File: config.mk
export PLATFORM = sky130hd
export DESIGN_NAME = fp_mul_arbiter
export DESIGN_NICKNAME = d
export VERILOG_FILES = /design/src/rtl/fp_mul_arb_pkg.sv /design/src/rtl/fp_mul_rsp_fifo.sv /design/src/rtl/fp_mul_arbiter.sv
export SDC_FILE = /design/constraint.sdc
export NUM_CORES = 1
export LEC_CHECK = 0
export BUFFER_PORTS_ARGS = -buffer_cell sky130_fd_sc_hd__buf_2
export CORE_ASPECT_RATIO = 1.2
export CORE_MARGIN = 5
export CORE_UTILIZATION = 53
export CTS_CLUSTER_DIAMETER = 60
export CTS_CLUSTER_SIZE = 10
export DETAILED_ROUTE_END_ITERATION = 12
export PLACE_DENSITY = 0.95
export SLEW_MARGIN = 10
export SYNTH_ARGS = -nofsm -noshare
export SYNTH_HDL_FRONTEND = slang
export SYNTH_HIERARCHICAL = 1
export SYNTH_SLANG_ARGS = --single-unit
export TNS_END_PERCENT = 50
File: constraint.sdc
create_clock -name clk -period 7.7 [get_ports clk]
set_clock_uncertainty 0.05 [all_clocks]
set_input_delay 1.54 -clock clk [delete_from_list [all_inputs] [get_ports clk]]
set_output_delay 1.54 -clock clk [all_outputs]
set_load 0.05 [all_outputs]
File: src/rtl/fp_mul_arb_pkg.sv
`default_nettype none
// ============================================================================
// Module      : fp_mul_arb_pkg
// Description : Shared types and constants for the fp_mul request arbiter.
// Revision    : 1.0 - initial release
// ============================================================================
package fp_mul_arb_pkg;

    // Tag id is sized for the largest supported requester count (4).
    localparam int ID_W = 2;

    // Highest legal rounding-mode encoding; anything above is issued as RNE.
    localparam logic [2:0] RMODE_MAX = 3'd4;

    typedef enum logic [2:0] {
        RNE = 3'd0,
        RTZ = 3'd1,
        RDN = 3'd2,
        RUP = 3'd3,
        RMM = 3'd4
    } rmode_e;

    typedef struct packed {
        logic            vld;
        logic [ID_W-1:0] id;
        logic            bad_rmode;
    } tag_t;

    typedef struct packed {
        logic [31:0] z;
        logic [2:0]  flags;     // {bad_rmode, ovrf, udrf}
    } rsp_t;

endpackage
`default_nettype wire

File: src/rtl/fp_mul_rsp_fifo.sv
`default_nettype none
// ============================================================================
// Module      : fp_mul_rsp_fifo
// Description : Per-requester response FIFO. Simultaneous write and read are
//               allowed at any occupancy, including full.
// Revision    : 1.0 - initial release
// ============================================================================
module fp_mul_rsp_fifo
    import fp_mul_arb_pkg::*;
#(
    parameter int DEPTH = 2
) (
    input  logic clk,
    input  logic rst,
    input  logic i_wr,
    input  rsp_t i_wdata,
    input  logic i_rd,
    output rsp_t o_rdata,
    output logic o_full,
    output logic o_empty
);

    localparam int PTR_W = (DEPTH > 1) ? $clog2(DEPTH) : 1;
    localparam int CNT_W = $clog2(DEPTH + 1);
    localparam logic [PTR_W-1:0] PTR_LAST = PTR_W'(DEPTH - 1);
    localparam logic [CNT_W-1:0] CNT_FULL = CNT_W'(DEPTH);

    rsp_t             mem_q [DEPTH];
    logic [PTR_W-1:0] wptr_q, wptr_d;
    logic [PTR_W-1:0] rptr_q, rptr_d;
    logic [CNT_W-1:0] cnt_q, cnt_d;
    logic             w_do_rd;
    logic             w_do_wr;

    assign o_full  = (cnt_q == CNT_FULL);
    assign o_empty = (cnt_q == '0);
    assign o_rdata = mem_q[rptr_q];

    // Pointer and occupancy update; a write into a full FIFO only lands when
    // the head is leaving on the same edge.
    always_comb begin
        w_do_rd = i_rd & ~o_empty;
        w_do_wr = i_wr & (~o_full | w_do_rd);
        wptr_d  = wptr_q;
        rptr_d  = rptr_q;
        if (w_do_wr) begin
            wptr_d = (wptr_q == PTR_LAST) ? '0 : wptr_q + 1'b1;
        end
        if (w_do_rd) begin
            rptr_d = (rptr_q == PTR_LAST) ? '0 : rptr_q + 1'b1;
        end
        cnt_d = cnt_q + CNT_W'(w_do_wr) - CNT_W'(w_do_rd);
    end

    // Control state registers.
    always_ff @(posedge clk) begin
        if (rst) begin
            wptr_q <= '0;
            rptr_q <= '0;
            cnt_q  <= '0;
        end else begin
            wptr_q <= wptr_d;
            rptr_q <= rptr_d;
            cnt_q  <= cnt_d;
        end
    end

    // Payload storage; contents are qualified by the occupancy count.
    always_ff @(posedge clk) begin
        if (w_do_wr) begin
            mem_q[wptr_q] <= i_wdata;
        end
    end

endmodule
`default_nettype wire

File: src/rtl/fp_mul_arbiter.sv
`default_nettype none
// ============================================================================
// Module      : fp_mul_arbiter
// Description : Round-robin sharing of one fp_mul datapath between NREQ
//               requesters with credit-protected per-requester response FIFOs.
// Revision    : 1.0 - initial release
// ============================================================================
module fp_mul_arbiter
    import fp_mul_arb_pkg::*;
#(
    parameter int NREQ   = 2,
    parameter int LAT    = 1,
    parameter int RDEPTH = 2
) (
    input  logic                 clk,
    input  logic                 rst,
    input  logic [NREQ-1:0]      req_valid,
    output logic [NREQ-1:0]      req_ready,
    input  logic [32*NREQ-1:0]   req_X,
    input  logic [32*NREQ-1:0]   req_Y,
    input  logic [3*NREQ-1:0]    req_rmode,
    output logic [NREQ-1:0]      rsp_valid,
    input  logic [NREQ-1:0]      rsp_ready,
    output logic [32*NREQ-1:0]   rsp_Z,
    output logic [3*NREQ-1:0]    rsp_flags,
    output logic [31:0]          mul_X,
    output logic [31:0]          mul_Y,
    output logic [2:0]           mul_r_mode,
    input  logic [31:0]          mul_Z,
    input  logic                 mul_ovrf,
    input  logic                 mul_udrf
);

    localparam int CW  = $clog2(RDEPTH + 1);
    localparam int IDW = (NREQ > 1) ? $clog2(NREQ) : 1;
    localparam logic [CW-1:0]  CRED_MAX = CW'(RDEPTH);
    localparam logic [IDW-1:0] ID_LAST  = IDW'(NREQ - 1);

    logic [CW-1:0]  credit_q [NREQ];
    logic [CW-1:0]  credit_d [NREQ];
    logic [IDW-1:0] rr_q, rr_d;
    tag_t           tag_q [LAT];
    tag_t           tag_d [LAT];
    logic [31:0]    mul_x_q, mul_x_d;
    logic [31:0]    mul_y_q, mul_y_d;
    logic [2:0]     mul_rm_q, mul_rm_d;

    logic [NREQ-1:0] w_eligible;
    logic [NREQ-1:0] w_grant;
    logic [NREQ-1:0] w_pop;
    logic [NREQ-1:0] w_fifo_wr;
    logic [NREQ-1:0] w_fifo_empty;
    logic [NREQ-1:0] w_fifo_full;
    logic [31:0]     w_x  [NREQ];
    logic [31:0]     w_y  [NREQ];
    logic [2:0]      w_rm [NREQ];
    logic [IDW-1:0]  w_cand;
    logic [IDW-1:0]  w_gid;
    logic            w_accept;
    logic [2:0]      w_sel_rm;
    logic            w_bad;
    rsp_t            w_wdata;
    rsp_t            w_rdata [NREQ];

    assign req_ready  = w_grant;
    assign mul_X      = mul_x_q;
    assign mul_Y      = mul_y_q;
    assign mul_r_mode = mul_rm_q;

    // The result leaving the last tag stage pairs with the multiplier output.
    assign w_wdata = '{z: mul_Z, flags: {tag_q[LAT-1].bad_rmode, mul_ovrf, mul_udrf}};

    generate
        for (genvar i = 0; i < NREQ; i++) begin : g_req
            assign w_x[i]  = req_X[32*i +: 32];
            assign w_y[i]  = req_Y[32*i +: 32];
            assign w_rm[i] = req_rmode[3*i +: 3];

            // A full FIFO already implies an exhausted credit; the extra term
            // keeps a write from ever being issued against a full FIFO.
            assign w_eligible[i] = (credit_q[i] < CRED_MAX) & ~w_fifo_full[i];
            assign w_pop[i]      = ~w_fifo_empty[i] & rsp_ready[i];
            assign w_fifo_wr[i]  = tag_q[LAT-1].vld & (tag_q[LAT-1].id == ID_W'(i));
            assign rsp_valid[i]  = ~w_fifo_empty[i];
            assign rsp_Z[32*i +: 32]    = w_rdata[i].z;
            assign rsp_flags[3*i +: 3]  = w_rdata[i].flags;

            fp_mul_rsp_fifo #(
                .DEPTH (RDEPTH)
            ) u_rsp_fifo (
                .clk     (clk),
                .rst     (rst),
                .i_wr    (w_fifo_wr[i]),
                .i_wdata (w_wdata),
                .i_rd    (w_pop[i]),
                .o_rdata (w_rdata[i]),
                .o_full  (w_fifo_full[i]),
                .o_empty (w_fifo_empty[i])
            );
        end
    endgenerate

    // Round-robin search starting at the pointer; first valid+eligible wins.
    always_comb begin
        w_grant  = '0;
        w_gid    = '0;
        w_accept = 1'b0;
        w_cand   = '0;
        for (int k = 0; k < NREQ; k++) begin
            w_cand = IDW'((int'(rr_q) + k) % NREQ);
            if (!w_accept && req_valid[w_cand] && w_eligible[w_cand]) begin
                w_accept = 1'b1;
                w_gid    = w_cand;
            end
        end
        w_grant[w_gid] = w_accept;
    end

    // Issue path: operand capture, rounding-mode sanitising, tag pipe, pointer.
    always_comb begin
        w_sel_rm = w_rm[w_gid];
        w_bad    = (w_sel_rm > RMODE_MAX);
        mul_x_d  = mul_x_q;
        mul_y_d  = mul_y_q;
        mul_rm_d = mul_rm_q;
        rr_d     = rr_q;
        if (w_accept) begin
            mul_x_d  = w_x[w_gid];
            mul_y_d  = w_y[w_gid];
            mul_rm_d = w_bad ? RNE : w_sel_rm;
            rr_d     = (w_gid == ID_LAST) ? '0 : w_gid + 1'b1;
        end
        tag_d[0] = '{vld: w_accept, id: ID_W'(w_gid), bad_rmode: w_accept & w_bad};
        for (int k = 1; k < LAT; k++) begin
            tag_d[k] = tag_q[k-1];
        end
    end

    // Credits count in-flight ops plus FIFO occupancy per requester.
    always_comb begin
        for (int i = 0; i < NREQ; i++) begin
            credit_d[i] = credit_q[i] + CW'(w_grant[i]) - CW'(w_pop[i]);
        end
    end

    // State registers; reset drops every operation in flight.
    always_ff @(posedge clk) begin
        if (rst) begin
            rr_q     <= '0;
            mul_x_q  <= '0;
            mul_y_q  <= '0;
            mul_rm_q <= '0;
            for (int k = 0; k < LAT; k++) begin
                tag_q[k] <= '0;
            end
            for (int i = 0; i < NREQ; i++) begin
                credit_q[i] <= '0;
            end
        end else begin
            rr_q     <= rr_d;
            mul_x_q  <= mul_x_d;
            mul_y_q  <= mul_y_d;
            mul_rm_q <= mul_rm_d;
            for (int k = 0; k < LAT; k++) begin
                tag_q[k] <= tag_d[k];
            end
            for (int i = 0; i < NREQ; i++) begin
                credit_q[i] <= credit_d[i];
            end
        end
    end

endmodule
`default_nettype wire

## After elaboration in Yosys (flattened, before gate mapping)

Memories as Yosys holds them, arrays and structs flattened. A register that Yosys moved wholly into a read port is not among the register bits.
Cells that the tools add are included.

| word-level totals | value |
|---|---|
| bits in latches | 0 |
| memories | 4 |
| output and inout bits | 141 |
| bits in writable memories | 147 |
| word-level logic and storage cells | 113 |
| register bits | 76 |
| memory bits (read-only) | 0 |

| cells by class | value |
|---|---|
| add/sub/neg operators | 14 |
| divide/modulo/power cells | 0 |
| equality and inequality tests | 3 |
| magnitude comparators | 8 |
| mux-type cells | 44 |
| shift-type cells | 0 |
| $mul | 0 |
| bitwise logic cells | 21 |
| reductions and logical operators | 9 |

Memory list:

| memory | depth | width | read ports | clocked after memory_dff | write ports | line | RTL |
|---|---|---|---|---|---|---|---|
| g_req[0].u_rsp_fifo.mem_q | 2 | 35 | 1 | 1 | 1 | fp_mul_rsp_fifo.sv:28 | `rsp_t mem_q [DEPTH];` |
| g_req[1].u_rsp_fifo.mem_q | 2 | 35 | 1 | 1 | 1 | fp_mul_rsp_fifo.sv:28 |  |
| credit_q | 2 | 2 | 2 | 0 | 2 | fp_mul_arbiter.sv:39 | `logic [CW-1:0] credit_q [NREQ];` |
| tag_q | 1 | 3 | 1 | 0 | 1 | fp_mul_arbiter.sv:42 | `tag_t tag_q [LAT];` |

Operator list:

| cell | number |
|---|---|
| $mux W32 | 6 |
| $mux W1 | 30 |
| $mux W3 | 5 |
| $and A1 B1 Y1 | 11 |
| $add A2 B1 Y2 | 4 |
| $sub A2 B1 Y2 | 4 |
| $add A1 B1 Y1 const B | 6 |
| $logic_not A2 Y1 | 3 |
| $lt A1 B2 Y1 const B | 3 |
| $eq A2 B2 Y1 const B | 2 |
| $logic_and A1 B1 Y1 | 4 |
| $lt A2 B2 Y1 const B | 2 |
| $mux W2 | 2 |
| $not A1 Y1 | 4 |
| $or A1 B1 Y1 | 4 |
| $gt A3 B3 Y1 const B | 1 |
| $reduce_or A3 Y1 | 1 |
| $and A2 B2 Y2 | 1 |
| $eq A2 B1 Y1 const B | 1 |
| $ge A2 B2 Y1 const B | 1 |
| $not A1 Y2 | 1 |
| $demux W1 S1 | 1 |
| $ge A1 B1 Y1 const B | 1 |
| $logic_not A1 Y1 | 1 |

## Logic depth before layout (Yosys ltp)

| depth | value |
|---|---|
| word-level depth | 19 |
| gate-level depth with buffers | 12 |
| gate-level depth less buffers | 10 |

## Hierarchy

Netlist, hierarchy kept.

By module, submodules not included:

| module | area each (sq um) | cells each | instances |
|---|---|---|---|
| fp_mul_rsp_fifo | 2793.9 | 141 | 2 |
| fp_mul_arbiter | 3184.3 | 280 | 1 |

## Least setup slack after synthesis

No wires, ideal clock.

| timing path | value |
|---|---|
| path type | input to output |
| start | input req_valid[0] |
| end | output req_ready[0] |
| stages | 6 |
| data required time | 6110 ps |
| buffers on the path | 2 |
| path slack | 2748 ps |
| data arrival time | 3362 ps |
| cell sequence | or4b_1 -> buf_2 -> nand2_4 -> buf_6 -> inv_1 -> nor2_1 |

| on the way | value |
|---|---|
| longest elaborated chain between the ends | 13 |

RTL lines:

| what | line | RTL |
|---|---|---|
| start: declaration | fp_mul_arbiter.sv:17 | `input logic [NREQ-1:0] req_valid,` |
| $mux W1 (not written as such) (2 in series) | fp_mul_arbiter.sv:111 | `if (!w_accept && req_valid[w_cand] && w_eligible[w_cand]) begin` |
| $logic_and A1 B1 Y1 | fp_mul_arbiter.sv:111 |  |
| $mux W1 | fp_mul_arbiter.sv:111 |  |
| $logic_not A1 Y1 | fp_mul_arbiter.sv:111 |  |
| $logic_and A1 B1 Y1 (2 in series) | fp_mul_arbiter.sv:111 |  |
| $mux W1 | fp_mul_arbiter.sv:111 |  |
| $lt A1 B2 Y1 (not written as such) / $ge A1 B1 Y1 (equally long branches) | fp_mul_arbiter.sv:116 | `w_grant[w_gid] = w_accept;` |
| $logic_and A1 B1 Y1 (not written as such) | fp_mul_arbiter.sv:116 |  |
| $mux W1 (not written as such) | fp_mul_arbiter.sv:116 |  |
| $demux W1 S1 | fp_mul_arbiter.sv:116 |  |
| $and A2 B2 Y2 (no source line) * | n/a |  |
| end: declaration | fp_mul_arbiter.sv:18 | `output logic [NREQ-1:0] req_ready,` |

Every way passes the cells marked *; elsewhere a longest branch is shown, timed or not. The select of a mux whose other input is x is not followed.

## Worst setup path in the final report

Ends and elaborated chain as after synthesis.

==> impl_summary.md <==
Timing
After layout, the worst setup slack is around 3.2 ns. The minimum period implied by the final worst setup slack is about 4.5 ns. In the finished design, the share of the clock period the worst path needs comes to 0.584. The highest clock frequency the design can meet is approximately 0.22 GHz. The number of hold violations in the final report is 0. At the pin with the least slew margin, the transition time is approximately 1.1 ns. Setup repair after global routing left no endpoint under its margin. Setup violations remaining at the end of the flow were counted as 0. The worst hold slack is 0.407 ns. Measured against its own limit, the worst slew margin works out to 0.242. The setup TNS is 0 ns. The final count of pins violating max slew came to 0.

Synthesis
The count of flip-flops with a built-in enable after synthesis is between 100 and 150. Sorting the synthesized cells by how often they occur yields sky130_fd_sc_hd__edfxtp_1, sky130_fd_sc_hd__dfxtp_1, sky130_fd_sc_hd__mux2i_1, sky130_fd_sc_hd__o2bb2ai_1, sky130_fd_sc_hd__mux2_1. The synthesized netlist net count is 742.

Of the post-synthesis cell area, the part taken by muxes is 0.170. Of the post-synthesis cell area, the dominant cell type holds 0.479. Of the total synthesized cell area, the portion taken by AND, OR, NAND and NOR gates is 0.0379. The Yosys warning count is 6.

The cell area after technology mapping is 0.00877 sq mm. The share of async-settable or async-resettable flops after synthesis is 0. Yosys instantiated no cell more often than sky130_fd_sc_hd__edfxtp_1. Synthesis produced a netlist whose cell count is 562. The average cell area after synthesis is 15.6 sq um. Of the total synthesized cell area, the portion taken by XOR and XNOR cells is 0.00799. Ranked by total cell area, the synthesized netlist is headed by sky130_fd_sc_hd__edfxtp_1, sky130_fd_sc_hd__dfxtp_1, sky130_fd_sc_hd__mux2_1. The distinct cell type count after synthesis is 37. Of the synthesized area, sequential elements account for 0.673.

The share of synthesized cell area in full adder, half adder and majority cells is 0.00856. The post-synthesis compound-gate area fraction was 0.0773. The prevailing post-synth register cell is sky130_fd_sc_hd__edfxtp_1. After synthesis, the largest family of logic cells by area is multiplexers. The library cell occupying the most area in the post-synthesis netlist is sky130_fd_sc_hd__edfxtp_1. The synthesis-stage register bit count is ~230.

Clock tree
Clock latency on the worst-skew pair, taken at its later pin, is ~0.5 ns. The hold buffer count at CTS is 0. The root cell of the clock tree is sky130_fd_sc_hd__clkbuf_16.

The number of buffers on the longest clock path is 3. Once the clock tree was built, the setup fixing pass inserted 0 buffers. The clock input transition at the sequential cells of the worst setup and hold paths is approximately 0.06 ns.

CTS built an H-tree with a depth of 1. The number of cells upsized or downsized after cts is 0. The total CTS buffers is 26. The TritonCTS clock tree is yes.

The number of sinks on the clock net is ~230.

Critical path
The cell with the most instances on the worst path is sky130_fd_sc_hd__buf_2. The path type of the worst setup path is in -> out. The data arrival time of the critical path is around 2.9 ns. STA classifies the critical path endpoint as an output port. In this design, the stage delay of the slowest critical-path cell is between 0.5 and 0.6 ns. The gate family responsible for the most delay along the worst path is simple AND/OR/NAND/NOR gates. The buffering stage count on the worst path with inverters included is 3. The cell type of the slowest stage on the worst timing path is sky130_fd_sc_hd__or4b_1.

The signal on the critical path passes through buf_2, or4b_1, nand2_4, inv_1, nor2_1, buf_2. Of all nets on the critical path, the largest fanout is 9. The required time of the critical path is between 6 and 7 ns.

STA classifies the critical path startpoint as a primary input.

Detailed routing
The total number of vias is a little under 6000. The wire length per cell after detailed routing is 19.0 microns. The iteration count of the initial detailed-routing pass is 4.

The routed design has ~21000 microns of wire. The remaining antenna violation count is 0. In the routed layout, each cell is associated on average with a via count of between 5 and 6. The starting DRC count in detailed routing is between 200 and 250. The number of remaining DRC errors is 0.

GRT
The via count of the first global-routing pass is a little over 6000. Entering global routing, the biggest net connects 66 pins. The first global-routing pass estimated roughly 31000 microns of wire.

The number of antenna violations at the first check in global routing is 0. The total global routing overflow is 0. Across every metal layer, demand over resource in global routing totals 0.208.

Die
The row count is slightly above 50. The boundary pin count is around 320. The initial standard-cell utilization of the core is 0.539.

The y dimension of the die is approximately 150 microns. The floorplan die width is between 100 and 150 microns. The core region is about 0.016 sq mm. The floorplan step defined a die boundary enclosing a little under 0.02 sq mm.

Final layout
The number of nets in the layout is ~1100. Excluding fillers, the count of instances in the completed layout stands at roughly 1100. The share of layout cells above drive strength 1 is 0.419. From synthesis to final layout, the design area changed by 28.4%. The filler cell count is 1105.

Placed design
The HPWL after detailed placement is ~15000 microns. The congestion estimate from routability-driven global placement came to 0.784. The instance count after placement with tap cells included is 1063. The worst setup slack before clock tree synthesis is 3.21 ns.

Input and output buffers added on the ports amount to 314.

Power
The net switching power of the design is 0.00102 W. Of the total power, the share spent switching nets is 0.311. Internal power comes to 0.00226 W.

The share of total power dissipated in combinational logic is 0.233. In this run the static leakage power is roughly 4.9 nW. The share of total power in the clock network is 0.325. IR analysis of the VDD net gives a maximum drop of between 0.00015 and 0.0002 V.

The share of total power in sequential cells is 0.442. The power density of the placed cells is between 200 and 300 mW/mm^2.

Status
The flow ran to the end, and the final reports show no timing, DRC or antenna violations.

Job
Across the run, the number of max-cap violations was 0.

Min path
In this run the worst hold path is classified as reg -> reg.
## metal layers
layer  up-vias  global-route usage  part of all wire
met2       251               0.382              0.52
met3        31              0.0586             0.090
li1       2757                   -                 -
met1      2752               0.236              0.37
met5         -                   0                 0
met4         0              0.0553             0.020
## path summary, 6_finish.rpt
check	start	endpoint	slack (ns)	cells past startpoint
setup / recovery	req_valid[0]	req_ready[0]	3.21	6
hold / removal	mul_Y[29]	mul_Y[29]	0.41	1
setup reg to reg	g_req[0].u_rsp_fifo/cnt_q[0]	mul_Y[18]	4.75	7
hold reg to reg	mul_Y[29]	mul_Y[29]	0.41	1
## cells by family (layout without fill, tap and decap cells)
kind of cell / count (synthesis) / in the layout
xor gates and xnor gates: 8 / 8
muxes: 139 / 139
and+or+nand+nor: 60 / 60
adders and majority gates: 6 / 6
DFF: 225 / 225
other: 0 / 1
AOI/OAI and AO/OA: 81 / 81
buffers and inverters: 43 / 375
## sequential cells by signal, indices dropped and copies added (netlist names), named ones only
name                     count
g_req.u_rsp_fifo/wptr_q      2
rr_q                         1
g_req.u_rsp_fifo/cnt_q       4
mul_X                       32
tag_q                        3
mul_r_mode                   3
credit_q                     4
mul_Y                       32
g_req.u_rsp_fifo/rptr_q      2
g_req.u_rsp_fifo/mem_q     140
## placed cells by master (no fill, tap or decap), types with 2 or more instances in the layout
cell type	count
sky130_fd_sc_hd__a211oi_1	2
sky130_fd_sc_hd__a21oi_1	6
sky130_fd_sc_hd__a21oi_2	2
sky130_fd_sc_hd__and4bb_1	2
sky130_fd_sc_hd__buf_2	314
sky130_fd_sc_hd__buf_4	6
sky130_fd_sc_hd__clkbuf_1	15
sky130_fd_sc_hd__clkbuf_16	27
sky130_fd_sc_hd__dfxtp_1	84
sky130_fd_sc_hd__edfxtp_1	140
sky130_fd_sc_hd__ha_1	6
sky130_fd_sc_hd__inv_1	12
sky130_fd_sc_hd__mux2_1	62
sky130_fd_sc_hd__mux2_2	10
sky130_fd_sc_hd__mux2_4	2
sky130_fd_sc_hd__mux2i_1	65
sky130_fd_sc_hd__nand2_1	6
sky130_fd_sc_hd__nand2b_1	4
sky130_fd_sc_hd__nor2_1	23
sky130_fd_sc_hd__nor2_4	5
sky130_fd_sc_hd__nor2b_1	9
sky130_fd_sc_hd__o21ai_1	2
sky130_fd_sc_hd__o21ai_2	2
sky130_fd_sc_hd__o2bb2ai_1	65
sky130_fd_sc_hd__or2b_1	2
sky130_fd_sc_hd__xnor2_1	2
sky130_fd_sc_hd__xor2_1	6
## metrics by stage
stage | util | cell area, sq um | power (W)
final | 0.692 | 11300 | 0.00328
after floorplan | - | 8770 | 0.00203
after global routing | 0.692 | 11300 | 0.00341
after CTS | 0.692 | 11300 | 0.00331
after global placement | 0.647 | 10500 | 0.00222
after detailed placement | 0.647 | 10500 | 0.00224
## layout make-up
cell class	count	area [sq um]	share of cell area
multi-input cells	294	2690	0.239
flip-flops and latches	225	5910	0.524
diodes	1	2.50	0.000222
well taps	212	265	0.0236
clock inverters	1	7.51	0.000667
clock buffers	42	732	0.0650
inverters	12	45.0	0.00400
repair buffers	320	1620	0.144
## power groups by stage
stage / combinational (W) / sequential (W) / clock [W]
6_report: 0.000765 / 0.00145 / 0.00107
5_1_grt: 0.000809 / 0.00146 / 0.00114
4_1_cts: 0.000772 / 0.00145 / 0.00109
3_5_place_dp: 0.000770 / 0.00147 / 0
3_3_place_gp: 0.000755 / 0.00147 / 0
2_1_floorplan: 0.000384 / 0.00165 / 0
Note: power is estimated with default switching activity, not from simulation.
